$ cat config.mk
export PLATFORM = sky130hd
export DESIGN_NAME = lsu
export DESIGN_NICKNAME = d
export VERILOG_FILES = /design/src/rtl/lsu.sv
export SDC_FILE = /design/constraint.sdc
export NUM_CORES = 1
export LEC_CHECK = 0
export CORE_UTILIZATION = 48
export CTS_CLUSTER_DIAMETER = 50
export DETAILED_ROUTE_END_ITERATION = 8
export HOLD_SLACK_MARGIN = 0.02
export PLACE_DENSITY_LB_ADDON = 0.3
export SYNTH_ARGS = -nofsm -noshare
export SYNTH_HDL_FRONTEND = slang
export SYNTH_SLANG_ARGS = --single-unit
export TNS_END_PERCENT = 100
$ cat constraint.sdc
create_clock -name lsu_clk -period 7.1 [get_ports lsu_clk]
set_input_delay 2.13 -clock lsu_clk [delete_from_list [all_inputs] [get_ports lsu_clk]]
set_output_delay 2.13 -clock lsu_clk [all_outputs]
set_load 0.005 [all_outputs]
$ cat src/rtl/lsu.sv
// lsu: load/store unit between the MEM stage and a word-addressed data memory.
// Ports: lsu_clk, lsu_rst (async, active-high); request side lsu_req_valid/
//   lsu_req_ready/lsu_op/lsu_addr/lsu_wdata; response side lsu_resp_valid/
//   lsu_resp_ready/lsu_resp_data/lsu_resp_err; memory side mem_addr/mem_rd/
//   mem_wr/mem_wr_data/mem_rd_data.
// Build option: LSU_ALIGN_CHK_EN enables misalignment errors; without it the
//   low address bits are force-aligned and the access proceeds.
module lsu #(
  parameter int ADDR_WIDTH = 32,
  parameter bit BIG_ENDIAN = 1'b1
) (
  input  logic                  lsu_clk,
  input  logic                  lsu_rst,
  input  logic                  lsu_req_valid,
  output logic                  lsu_req_ready,
  input  logic [2:0]            lsu_op,
  input  logic [ADDR_WIDTH-1:0] lsu_addr,
  input  logic [31:0]           lsu_wdata,
  output logic                  lsu_resp_valid,
  input  logic                  lsu_resp_ready,
  output logic [31:0]           lsu_resp_data,
  output logic                  lsu_resp_err,
  output logic [ADDR_WIDTH-1:0] mem_addr,
  output logic                  mem_rd,
  output logic                  mem_wr,
  output logic [31:0]           mem_wr_data,
  input  logic [31:0]           mem_rd_data
);

  localparam logic [2:0] OP_LW  = 3'd0;
  localparam logic [2:0] OP_LH  = 3'd1;
  localparam logic [2:0] OP_LHU = 3'd2;
  localparam logic [2:0] OP_LB  = 3'd3;
  localparam logic [2:0] OP_LBU = 3'd4;
  localparam logic [2:0] OP_SW  = 3'd5;
  localparam logic [2:0] OP_SH  = 3'd6;
  localparam logic [2:0] OP_SB  = 3'd7;

  typedef enum logic [1:0] {
    IDLE,
    ACCESS,
    MERGE,
    RESP
  } state_t;

  state_t state, state_n;

  logic [2:0]            op_q;
  logic [ADDR_WIDTH-1:0] addr_q;
  logic [31:0]           wdata_q;
  logic [31:0]           word_q;
  logic [31:0]           data_q;
  logic                  err_q;

  logic                  in_word;
  logic                  in_half;
  logic                  misal;
  logic [ADDR_WIDTH-1:0] addr_eff;

  assign in_word = (lsu_op == OP_LW) || (lsu_op == OP_SW);
  assign in_half = (lsu_op == OP_LH) || (lsu_op == OP_LHU) ||
                   (lsu_op == OP_SH);

`ifdef LSU_ALIGN_CHK_EN
  assign misal    = (in_word && (lsu_addr[1:0] != 2'b00)) ||
                    (in_half && lsu_addr[0]);
  assign addr_eff = lsu_addr;
`else
  assign misal = 1'b0;
  always_comb begin
    addr_eff = lsu_addr;
    if (in_word) addr_eff[1:0] = 2'b00;
    if (in_half) addr_eff[0] = 1'b0;
  end
`endif

  logic        half_q;
  logic        rmw_q;
  logic        load_q;
  logic [4:0]  sh;
  logic [15:0] lane;
  logic [31:0] load_val;
  logic [31:0] mask;
  logic [31:0] ins;
  logic [31:0] merged;

  assign half_q = (op_q == OP_LH) || (op_q == OP_LHU) || (op_q == OP_SH);
  assign rmw_q  = (op_q == OP_SH) || (op_q == OP_SB);
  assign load_q = (op_q <= OP_LBU);

  // Bit position of the addressed lane within the word.
  always_comb begin
    if (BIG_ENDIAN) begin
      sh = half_q ? {~addr_q[1], 4'b0000} : {~addr_q[1:0], 3'b000};
    end else begin
      sh = half_q ? {addr_q[1], 4'b0000} : {addr_q[1:0], 3'b000};
    end
  end

  assign lane = 16'(mem_rd_data >> sh);

  always_comb begin
    load_val = mem_rd_data;
    unique case (op_q)
      OP_LH:   load_val = {{16{lane[15]}}, lane};
      OP_LHU:  load_val = {16'h0000, lane};
      OP_LB:   load_val = {{24{lane[7]}}, lane[7:0]};
      OP_LBU:  load_val = {24'h000000, lane[7:0]};
      default: load_val = mem_rd_data;
    endcase
  end

  assign mask   = half_q ? (32'h0000ffff << sh) : (32'h000000ff << sh);
  assign ins    = half_q ? ({16'h0000, wdata_q[15:0]} << sh)
                         : ({24'h000000, wdata_q[7:0]} << sh);
  assign merged = (word_q & ~mask) | (ins & mask);

  always_ff @(posedge lsu_clk or posedge lsu_rst) begin
    if (lsu_rst) state <= IDLE;
    else         state <= state_n;
  end

  always_comb begin
    state_n        = state;
    lsu_req_ready  = 1'b0;
    lsu_resp_valid = 1'b0;
    mem_addr       = '0;
    mem_rd         = 1'b0;
    mem_wr         = 1'b0;
    mem_wr_data    = 32'h0;
    unique case (state)
      IDLE: begin
        lsu_req_ready = ~lsu_rst;
        if (lsu_req_valid) state_n = misal ? RESP : ACCESS;
      end
      ACCESS: begin
        mem_addr = {addr_q[ADDR_WIDTH-1:2], 2'b00};
        if (op_q == OP_SW) begin
          mem_wr      = 1'b1;
          mem_wr_data = wdata_q;
          state_n     = RESP;
        end else begin
          mem_rd  = 1'b1;
          state_n = rmw_q ? MERGE : RESP;
        end
      end
      MERGE: begin
        mem_addr    = {addr_q[ADDR_WIDTH-1:2], 2'b00};
        mem_wr      = 1'b1;
        mem_wr_data = merged;
        state_n     = RESP;
      end
      RESP: begin
        lsu_resp_valid = 1'b1;
        if (lsu_resp_ready) state_n = IDLE;
      end
      default: state_n = IDLE;
    endcase
  end

  always_ff @(posedge lsu_clk or posedge lsu_rst) begin
    if (lsu_rst) begin
      op_q    <= 3'd0;
      addr_q  <= '0;
      wdata_q <= 32'h0;
      word_q  <= 32'h0;
      data_q  <= 32'h0;
      err_q   <= 1'b0;
    end else begin
      unique case (state)
        IDLE: begin
          if (lsu_req_valid) begin
            op_q    <= lsu_op;
            addr_q  <= addr_eff;
            wdata_q <= lsu_wdata;
            err_q   <= misal;
            data_q  <= 32'h0;
          end
        end
        ACCESS: begin
          if (load_q) data_q <= load_val;
          if (rmw_q)  word_q <= mem_rd_data;
        end
        default: ;
      endcase
    end
  end

  assign lsu_resp_data = (state == RESP) ? data_q : 32'h0;
  assign lsu_resp_err  = (state == RESP) ? err_q : 1'b0;

endmodule

# After elaboration in Yosys (flattened, before gate mapping)
# Cells that the tools add are included.
[word_totals] input_bits=103 out_inout_bits=101 reg_bits=133
[op_classes] bitwise_logic=7 muxes=24 shift=5 order_cmp=1 reduce_logical=14 n_eq_ne=17
[op_table] cell="32-bit two-way mux" n=7
[op_table] cell="32-bit one-hot mux with 2 select lines" n=2
[op_table] cell="32-bit one-hot mux with 4 select lines" n=1
[op_table] cell="32-bit AND" n=2
[op_table] cell="32-bit inverter" n=1
[op_table] cell="32-bit OR" n=1
[op_table] cell="16-bit by 5-bit left shift with 32-bit output" n=1
[op_table] cell="16-bit by 5-bit left shift with 32-bit output, first input constant" n=1
[op_table] cell="8-bit by 5-bit left shift with 32-bit output" n=1
[op_table] cell="8-bit by 5-bit left shift with 32-bit output, first input constant" n=1
[op_table] cell="32-bit by 5-bit right shift with 16-bit output" n=1
[op_table] cell="3-bit equality test, second input constant" n=6
[op_table] cell="3-bit by 2-bit equality test with 1-bit output, second input constant" n=3
[op_table] cell="1-bit two-way mux" n=8
[op_table] cell="2-bit one-hot mux with 4 select lines" n=1
[op_table] cell="3-bit by 1-bit equality test with 1-bit output, second input constant" n=2
[op_table] cell="1-bit logical OR" n=6
[op_table] cell="2-bit two-way mux" n=3
[op_table] cell="2-bit != test, second input constant" n=3
[op_table] cell="2-bit AND reduction" n=3
[op_table] cell="5-bit two-way mux" n=1
[op_table] cell="2-bit equality test, second input constant" n=2
[op_table] cell="3-bit less-or-equal comparator, second input constant" n=1
[op_table] cell="3-bit zero test" n=1
[op_table] cell="8 further kinds" n=9

# Logic depth before layout (Yosys ltp)
# Gate-level depths: netlist of run 1.
[logic_depth] depth_word=10 depth_mapped=9 mapped_depth_nobuf=6

# Worst setup path after synthesis of run 1
# Ideal clock, no wire load.
[synth_path] path_kind="input-to-output" start="input lsu_rst" end="output lsu_req_ready" setup_slack_ps=2725 arrival_ps=2245 cell_stages=1 cell_sequence="nor2b_1"
[synth_between] elab_chain_cells=2
[synth_lines] element="from (decl)" line_no="13" text="input logic lsu_rst,"
[synth_lines] element="1-bit inverter" line_no="133" text="lsu_req_ready = ~lsu_rst;"
[synth_lines] element="1-bit two-way mux" line_no="131" text="unique case (state)"
[synth_lines] element="to (decl)" line_no="15" text="output logic lsu_req_ready,"
# Every way passes these cells.

# Worst setup path in the final report of run 1
[layout_path] start="register state[1]" end="output mem_wr_data[7]"
[layout_between] elab_chain_cells=2
[layout_lines] element="from (decl)" line_no="46" text="state_t state, state_n;"
[layout_lines] element="from (signal assigned)" line_no="120" text="else state <= state_n;"
[layout_lines] element="2-bit equality test / 2-bit by 1-bit equality test with 1-bit output (equally long branches)" line_no="131"
[layout_lines] element="32-bit one-hot mux with 2 select lines *" line_no="131"
[layout_lines] element="to (decl)" line_no="26" text="output logic [31:0] mem_wr_data,"
# Mark *: on every way between the ends. The rest lies on a longest branch, timed or not.

==> results of run 1 <==
==> metal layers <==
layer | global-route usage | routed length, µm | vias up
met5 | 0 | 0 | -
met4 | 0.1310 | 627 | 0
met3 | 0.07565 | 1676 | 47
met2 | 0.4480 | 9635 | 283
met1 | 0.3398 | 8258 | 2893
li1 | - | - | 2685
==> critical path, stage by stage, from the launching register on <==
cell and delay [ps]:
dfrtp_1 420, inv_1 110, ha_1 900, nand2_1 440, a21oi_1 650, a22o_1 250, clkdlybuf4s50_1 550
==> power by group <==
| part | switching (mW) | leakage, nW | internal [mW] |
|---|---|---|---|
| registers | 0.286 | 1.62 | 1.11 |
| logic | 1.04 | 2.09 | 1.16 |
| clock network | 0.331 | 0.297 | 0.582 |
==> state kept, by name, summed over array words and instances, names as in the netlist <==
| register | count |
|---|---|
| wdata_q | 32 |
| addr_q | 32 |
| op_q | 3 |
| state | 2 |
| data_q | 32 |
| word_q | 32 |
==> metrics by stage <==
| stage | hold slack [ps] | utilization | cell area, µm² | instances | worst slack, ps |
|---|---|---|---|---|---|
| 3_3_place_gp | 468.6 | 0.6466 | 9115 | 980 | 1734 |
| 4_1_cts | 493.1 | 0.6906 | 9734 | 1012 | 1224 |
| 3_5_place_dp | 477.7 | 0.6466 | 9115 | 980 | 1686 |
| 6_report | 492.4 | 0.6906 | 9734 | 1012 | 1225 |
| 5_1_grt | 505.9 | 0.6906 | 9734 | 1012 | 1071 |
| 2_1_floorplan | 447.6 | - | 7073 | 648 | 1416 |
==> cells in the final DEF (no fill, tap or decap), types with 2 or more instances in the layout <==
master,count
a21oi_1,20
a221o_1,24
a22o_1,8
a22oi_1,7
a31oi_1,4
a32oi_1,2
and2_1,70
and3_1,3
buf_4,7
bufinv_16,3
clkbuf_1,2
clkbuf_16,17
clkbuf_8,3
clkdlybuf4s50_1,200
clkinv_4,2
clkinvlp_4,2
conb_1,3
dfrtp_1,133
ha_1,5
inv_1,14
inv_6,2
mux2_2,98
mux2i_1,16
nand2_1,37
nand2b_1,18
nand3_1,5
nand4_1,17
nor2_1,9
nor2b_1,6
nor3_1,6
nor3b_4,2
o211ai_1,3
o21ai_0,28
o21bai_1,3
o221ai_1,15
o31ai_1,13
xor2_1,2
==> worst max path at each step <==
stage | end | depth (start not counted)
after CTS | mem_wr_data[7] | 6
after global placement | lsu_req_ready | 3
after floorplan | addr_q[0] | 1
final | mem_wr_data[7] | 6
after detailed placement | mem_wr_data[7] | 6
after global routing | mem_wr_data[7] | 6
==> cell type report <==
cell class                 instances  area, µm²  share of cell area
clock buffer                      22      474.2             0.04871
clock inverter                    10      145.1             0.01491
inverter                          15      58.81            0.006041
sequential                       133       3328              0.3419
tap                              180      225.2             0.02314
multi-input combinational        445       3448              0.3542
timing repair buffer             207       2054              0.2111
==> cell families (layout without fill, tap and decap cells) <==
logic type	count (synthesis)	after routing	synth area share
AND/OR/NAND/NOR	184	184	0.1507
AO/OA/AOI/OAI	135	135	0.1408
flip-flops	133	133	0.4710
multiplexers	114	114	0.1789
buffers and inverters	70	254	0.04321
adder cells (fa/ha/maj)	5	5	0.008854
XOR/XNOR	4	4	0.006022
other	1	3	0.0005307
==> flow_summary.toml, run 1 <==
[logic_synthesis]
syn_area_per_cell_um2 = 10.94
synth_seq_cells = 133
yosysMostFrequentCell = "dfrtp_1"
yosys-top-cells-count = "dfrtp_1, mux2_2, and2_1"
synth_edf_count = 0
synth-seq-area-share = 0.4710
synthArstFlopShare = 1.000
yosys_warnings = 0
synth_top_area_frac = 0.4710
yosysUniqueCellTypes = 52
syn_area_um2 = 7066
yosys.area.top_type = "dfrtp_1"
synth_area_leaders = "dfrtp_1, mux2_2, and2_1, a221o_1, mux2i_1"
syn_inst = 646
synthFlopType = "dfrtp_1"

[floorplanning]
core_area_um2 = 14100
die_h_um = 123.3
die_width_um = 123.3
num_rows = 43
initial_core_util = 0.5012
dieArea_um2 = 15210
io_pins = 204

[route]
ant_nets = 0
drt_iter0_markers = 387
post_drt_wl_per_cell_um = 19.96
first_pass_iters = 6
dr_total_vias = 5908
wl_mm = 20.20
via_per_inst = 5.838
drc_errors = 0

[setup_path]
worstPathMaxFanout = 36
rrSetupSlack_ps = 4360
r2r-start = "op_q[1]"
cp.required_ps = 4970
r2r_cells = 4
worstSetupPathType = "register to output pin"
r2r-end = "data_q[22]"
critPathLaunchType = "register"
cp-end-kind = "output pin"
arrival_ps = 3740
crit_start = "state[1]"

[power]
power.leakage_nw = 4.003
peakVddDrop_mv = 0.3062
powerDensity_nw_per_um2 = 464.0
finalPower_mw = 4.516

[timing]
max-slew-margin-rel = 0.2431
period_share = 0.8275
report.final.hold_viol_count = 0
worstMarginPinSlew_ps = 1135
slew_violations = 0
setup_violations = 0
rsz0062_at_grt = "no"
fin_crit_ps = 5875
skew_ps = 7.813
tns_ps = 0
max_freq_mhz = 170.2

[status]
status = "finished clean"

[placed_design]
io_buffers = 200
dp_hpwl_mm = 14.92
finalWeightedCongestion = 0.9268

[clock_network]
cts_resized = 0
h-tree-depth = 4
post_cts_buffers = 0
ctsHoldBuffers = 0
cts_sinks = 133
cts_tree = "done"
clkTransAtPathRegs_ps = 60
clock-root-buffer = "clkbuf_16"
numCtsBuffers = 17
clk_latency_ps = 430
cts_buffer_depth = 2

[final_layout]
drive_gt1_frac = 0.1779
fill_cells = 1053
syn2layout_area_growth_pct = 37.77
nNetsFinal = 927
num_antenna_cells = 0

[worst_hold_path]
hold_path.class = "register to register"
min_path_cells = 2
min_from = "data_q[13]"
whs_endpoint = "data_q[13]"

[grt]
grtUsageTotal = 0.2759
grt_start_max_net_pins = 75
grt_pass1_wl_mm = 31.17
antenna_found_initial = 0
grt_overflow = 0
grt_pass1_vias = 6018

[job]
cap_violations = 0
(Power assumes the default switching activity.)
==> run 2: changes to the inputs <==
==> constraint.sdc (replaced) <==
create_clock -name lsu_clk -period 5.75 [get_ports lsu_clk]
set_input_delay 1.725 -clock lsu_clk [delete_from_list [all_inputs] [get_ports lsu_clk]]
set_output_delay 1.725 -clock lsu_clk [all_outputs]
set_load 0.005 [all_outputs]
==> run 2 against run 1 <==
Clock-buffer cell count up 1; critical endpoint is now mem_wr_data[14]; core utilization up 0.16 points; first-iteration DRC count up 11%; sequential power up 23%; largest power group unchanged; critical path depth down 1; clock skew about the same; global-route usage up 0.10 points; worst setup slack worse by 720 ps; hold slack worse by 15 ps; via count up 0.56%.
==> flow_summary.toml, run 2 (same netlist as run 1, synthesis figures left out) <==
[timing]
fin_crit_ps = 5241
report.final.hold_viol_count = 0
max_freq_mhz = 190.8
period_share = 0.9114
worstMarginPinSlew_ps = 1271
skew_ps = 7.963
max-slew-margin-rel = 0.1523
setup_ws_ps = 509.4
slew_violations = 0
rsz0062_at_grt = "no"
tns_ps = 0
setup_violations = 0

[final_layout]
num_antenna_cells = 0
drive_gt1_frac = 0.1813
multi_input_area_um2 = 3448
final_common_cell = "clkdlybuf4s50_1"
final_cell_mix = "clkdlybuf4s50_1, dfrtp_1, mux2_2"
syn2layout_area_growth_pct = 38.09
nNetsFinal = 928
final_cells = 1013
regArea_um2 = 3328
final_core_util = 0.6922
fill_cells = 1048

[power]
switching_share = 0.3674
switchingPower_mw = 2.051
power.leakage_nw = 4.025
powerDensity_nw_per_um2 = 572.1
combPwrFrac = 0.491
power_frac_seq = 0.308
peakVddDrop_mv = 0.2912
internal_power_mw = 3.531
finalPower_mw = 5.582
p_clk_frac = 0.201

[job]
cap_violations = 0

[setup_path]
worstSetupPathType = "register to output pin"
critical_path.max_stage_delay_ps = 720
cp.required_ps = 4030
critPathLaunchType = "register"
crit_slowest_cell = "or3b_1"
worstPathMaxFanout = 23
crit_chain = "or3b_1 > nand3_1 > a21oi_1 > a221o_1 > clkdlybuf4s50_1"
cp-end-kind = "output pin"
arrival_ps = 3520

[worst_hold_path]
hold_path.class = "register to register"

[clock_network]
clkTransAtPathRegs_ps = 60
post_cts_buffers = 0
ctsHoldBuffers = 0
cts_sinks = 133
clock-root-buffer = "clkbuf_16"
cts_resized = 0
h-tree-depth = 4
cts_buffer_depth = 2
numCtsBuffers = 17
clk_latency_ps = 420
cts_tree = "done"

[route]
via_per_inst = 5.865
wl_mm = 20.17
drt_iter0_markers = 431
post_drt_wl_per_cell_um = 19.91
dr_total_vias = 5941
first_pass_iters = 5
drc_errors = 0
ant_nets = 0

[placed_design]
dp.cells = 981
place_ws_ps = 1059
dp_hpwl_mm = 14.66
io_buffers = 200
finalWeightedCongestion = 0.8918

[floorplanning]
dieArea_um2 = 15210
die_width_um = 123.3
num_rows = 43
die_h_um = 123.3
initial_core_util = 0.5012
core_area_um2 = 14100
io_pins = 204

[grt]
grt_start_max_net_pins = 82
antenna_found_initial = 0
grt_pass1_vias = 5904
grtUsageTotal = 0.2769
grt_overflow = 0
grt_pass1_wl_mm = 31.58

[status]
status = "finished clean"
==> run 2: changes by cell type in the layout (fill, tap and decap cells not counted), sizes merged <==
cell      before  now
inv           17   18
clkinv         3    4
buf            7    8
clkinvlp       2    0
bufinv         3    2
clkbuf        22   23
==> run 2: layout make-up <==
cell class | instances | area share
Multi-Input combinational cell | 445 | 0.3534
Sequential cell | 133 | 0.3411
Timing Repair Buffer | 208 | 0.2126
Clock buffer | 23 | 0.05206
Tap cell | 180 | 0.02308
Clock inverter | 9 | 0.01167
Inverter | 15 | 0.006027
==> run 2: worst paths after layout <==
check                      startpoint               to  slack [ps]  cells after the start
max in group asynchronous     lsu_rst       wdata_q[9]        2980                      3
setup reg to reg              op_q[1]       data_q[17]        3050                      4
hold reg to reg            data_q[12]       data_q[12]         480                      2
min in group asynchronous     lsu_rst        word_q[5]        1950                      2
hold / removal             data_q[12]       data_q[12]         480                      2
setup / recovery              op_q[2]  mem_wr_data[14]         510                      5
==> run 2: power by group through the flow <==
stage | Combinational [mW] | Clock (mW) | Sequential [mW]
finish | 2.74 | 1.12 | 1.72
global route | 2.97 | 1.18 | 1.77
CTS | 2.74 | 1.13 | 1.71
detailed placement | 2.71 | 0 | 1.71
global placement | 2.64 | 0 | 1.69
floorplan | 1.77 | 0 | 1.54
==> run 2: critical path, delay by kind of cell, from the launching register on <==
kind            cells  cell delay (ps)
flops               1              680
simple gates        2              970
buf+inv             1              500
compound gates      2              930
==> run 2: stage by stage <==
stage	hold slack [ps]	cell area (µm²)
3_3_place_gp	467.7	9135
6_report	477.0	9757
4_1_cts	480.5	9757
3_5_place_dp	465.0	9135
2_1_floorplan	447.6	7073
5_1_grt	504.4	9757
==> run 2: per-layer routing <==
layer  global-route usage  routed length, µm  vias to the layer above
li1                     -                  -                     2691
met1               0.3623               8426                     2902
met2               0.4316               9464                      300
met3              0.06734               1668                       48
met4               0.1310                608                        0
met5                    0                  0                        -
==> run 3: changes to the inputs <==
==> constraint.sdc (replaced) <==
create_clock -name lsu_clk -period 5.34 [get_ports lsu_clk]
set_input_delay 1.602 -clock lsu_clk [delete_from_list [all_inputs] [get_ports lsu_clk]]
set_output_delay 1.602 -clock lsu_clk [all_outputs]
set_load 0.005 [all_outputs]
==> run 3 against run 2 <==
Cell count barely moved; clock power decreased by 5%; hold slack better by 14 ps; clock-buffer cell count down 1; critical path depth stayed put; final area fell by 0.73%; routed wire length down 0.91%; core utilization decreased by 0.51 points; die area stayed put; critical path type unchanged; largest cell class unchanged; highest routed layer unchanged.
==> flow_summary.toml, run 3 (same netlist as run 1, synthesis figures left out) <==
[setup_path]
cp-end-kind = "output pin"
critPathLaunchType = "register"
worstPathMaxFanout = 22
crit_slowest_cell = "nand2b_1"
critical_path.max_stage_delay_ps = 670
r2r-start = "op_q[1]"
arrival_ps = 3280
crit_start = "op_q[0]"
worstSetupPathType = "register to output pin"
crit_chain = "nand2b_1 > nand3_1 > a21oi_1 > a221o_1 > clkdlybuf4s50_1"
cp.required_ps = 3740

[grt]
grtUsageTotal = 0.2733
antenna_found_initial = 0
grt_pass1_vias = 5860
grt_overflow = 0
grt_start_max_net_pins = 91
grt_pass1_wl_mm = 30.93

[route]
dr.max_layer_used = "met4"
routed-wl-met3_mm = 1.701
ant_nets = 0
dr_total_vias = 5913
first_pass_iters = 5
drc_errors = 0
met1_length_mm = 8.108
via_per_inst = 5.831
wl_met2_mm = 9.534
post_drt_wl_per_cell_um = 19.71
wl_mm = 19.98
drt_iter0_markers = 435

[clock_network]
cts_tree = "done"
numCtsBuffers = 17
clock-root-buffer = "clkbuf_16"
clkTransAtPathRegs_ps = 50
h-tree-depth = 4
post_cts_buffers = 0
cts_buffer_depth = 2
clk_latency_ps = 420
ctsHoldBuffers = 0
cts_sinks = 133
cts_resized = 0

[power]
peakVddDrop_mv = 0.3417
powerDensity_nw_per_um2 = 606.4
power.leakage_nw = 3.980

[final_layout]
nNetsFinal = 930
final_core_util = 0.6871
final_common_cell = "clkdlybuf4s50_1"
syn2layout_area_growth_pct = 37.08
final_cell_mix = "clkdlybuf4s50_1, dfrtp_1, mux2_2"
num_antenna_cells = 0
drive_gt1_frac = 0.1775

[timing]
fin_crit_ps = 4881
whs_ps = 491.3
slew_violations = 0
max-slew-margin-rel = 0.2392
skew_ps = 6.363
setup_violations = 0
worstMarginPinSlew_ps = 1141
max_freq_mhz = 204.9
tns_ps = 0
period_share = 0.9140
rsz0062_at_grt = "no"
report.final.hold_viol_count = 0

[job]
cap_violations = 0

[floorplanning]
io_pins = 204
die_width_um = 123.3
core_area_um2 = 14100
initial_core_util = 0.5012
dieArea_um2 = 15210
num_rows = 43
die_h_um = 123.3

[worst_hold_path]
hold_path.class = "register to register"
min_from = "data_q[13]"

[placed_design]
dp_hpwl_mm = 14.72
finalWeightedCongestion = 0.9448
io_buffers = 200

[status]
status = "finished clean"
[run 3: changes by cell type in the layout (fill, tap and decap cells not counted), sizes merged]
cell,previous run,this run
inv,18,15
clkbuf,23,22
buf,8,10
clkinv,4,5
clkinvlp,0,3
bufinv,2,1
[run 3: path summary, 6_finish.rpt]
check                             endpoint  slack [ps]  depth (start not counted)
max                        mem_wr_data[15]         460                          5
max in group asynchronous       addr_q[18]        2650                          3
min in group asynchronous        word_q[6]        1800                          2
max reg2reg                     data_q[25]        2580                          4
min reg2reg                     data_q[13]         490                          2
min                             data_q[13]         490                          2
[run 3: per-stage QoR]
step	cell area, µm²	power [mW]	worst slack, ps	std cells
floorplan	7073	3.573	183.6	648
global placement	9150	4.660	1028	983
detailed placement	9150	4.777	972.0	983
CTS	9686	5.876	514.4	1014
global route	9686	6.228	296.7	1014
finish	9686	5.873	459.3	1014
[run 3: layout make-up]
cell class	instances	area (µm²)
fill	1057	4410
multi-input combinational	445	3448
sequential	133	3328
timing repair buffer	210	2090
clock buffer	22	454.2
tap	180	225.2
clock inverter	9	81.33
inverter	15	58.81
[run 3: worst max-delay path, delay by kind of cell, from the launching register on]
kind                   cells  cell delay, ps
AOI/OAI and AO/OA          2             910
buffers and inverters      1             510
DFF                        1             540
and+or+nand+nor            2             890
[run 3: where the power goes]
| group | switching [mW] | internal (mW) |
|---|---|---|
| Sequential | 0.375 | 1.48 |
| Clock | 0.417 | 0.645 |
| Combinational | 1.39 | 1.56 |
[run 3: layer usage]
layer | GRT usage | vias up
li1 | - | 2694
met1 | 0.3437 | 2871
met2 | 0.4361 | 287
met3 | 0.07749 | 61
met4 | 0.1250 | 0
met5 | 0 | -
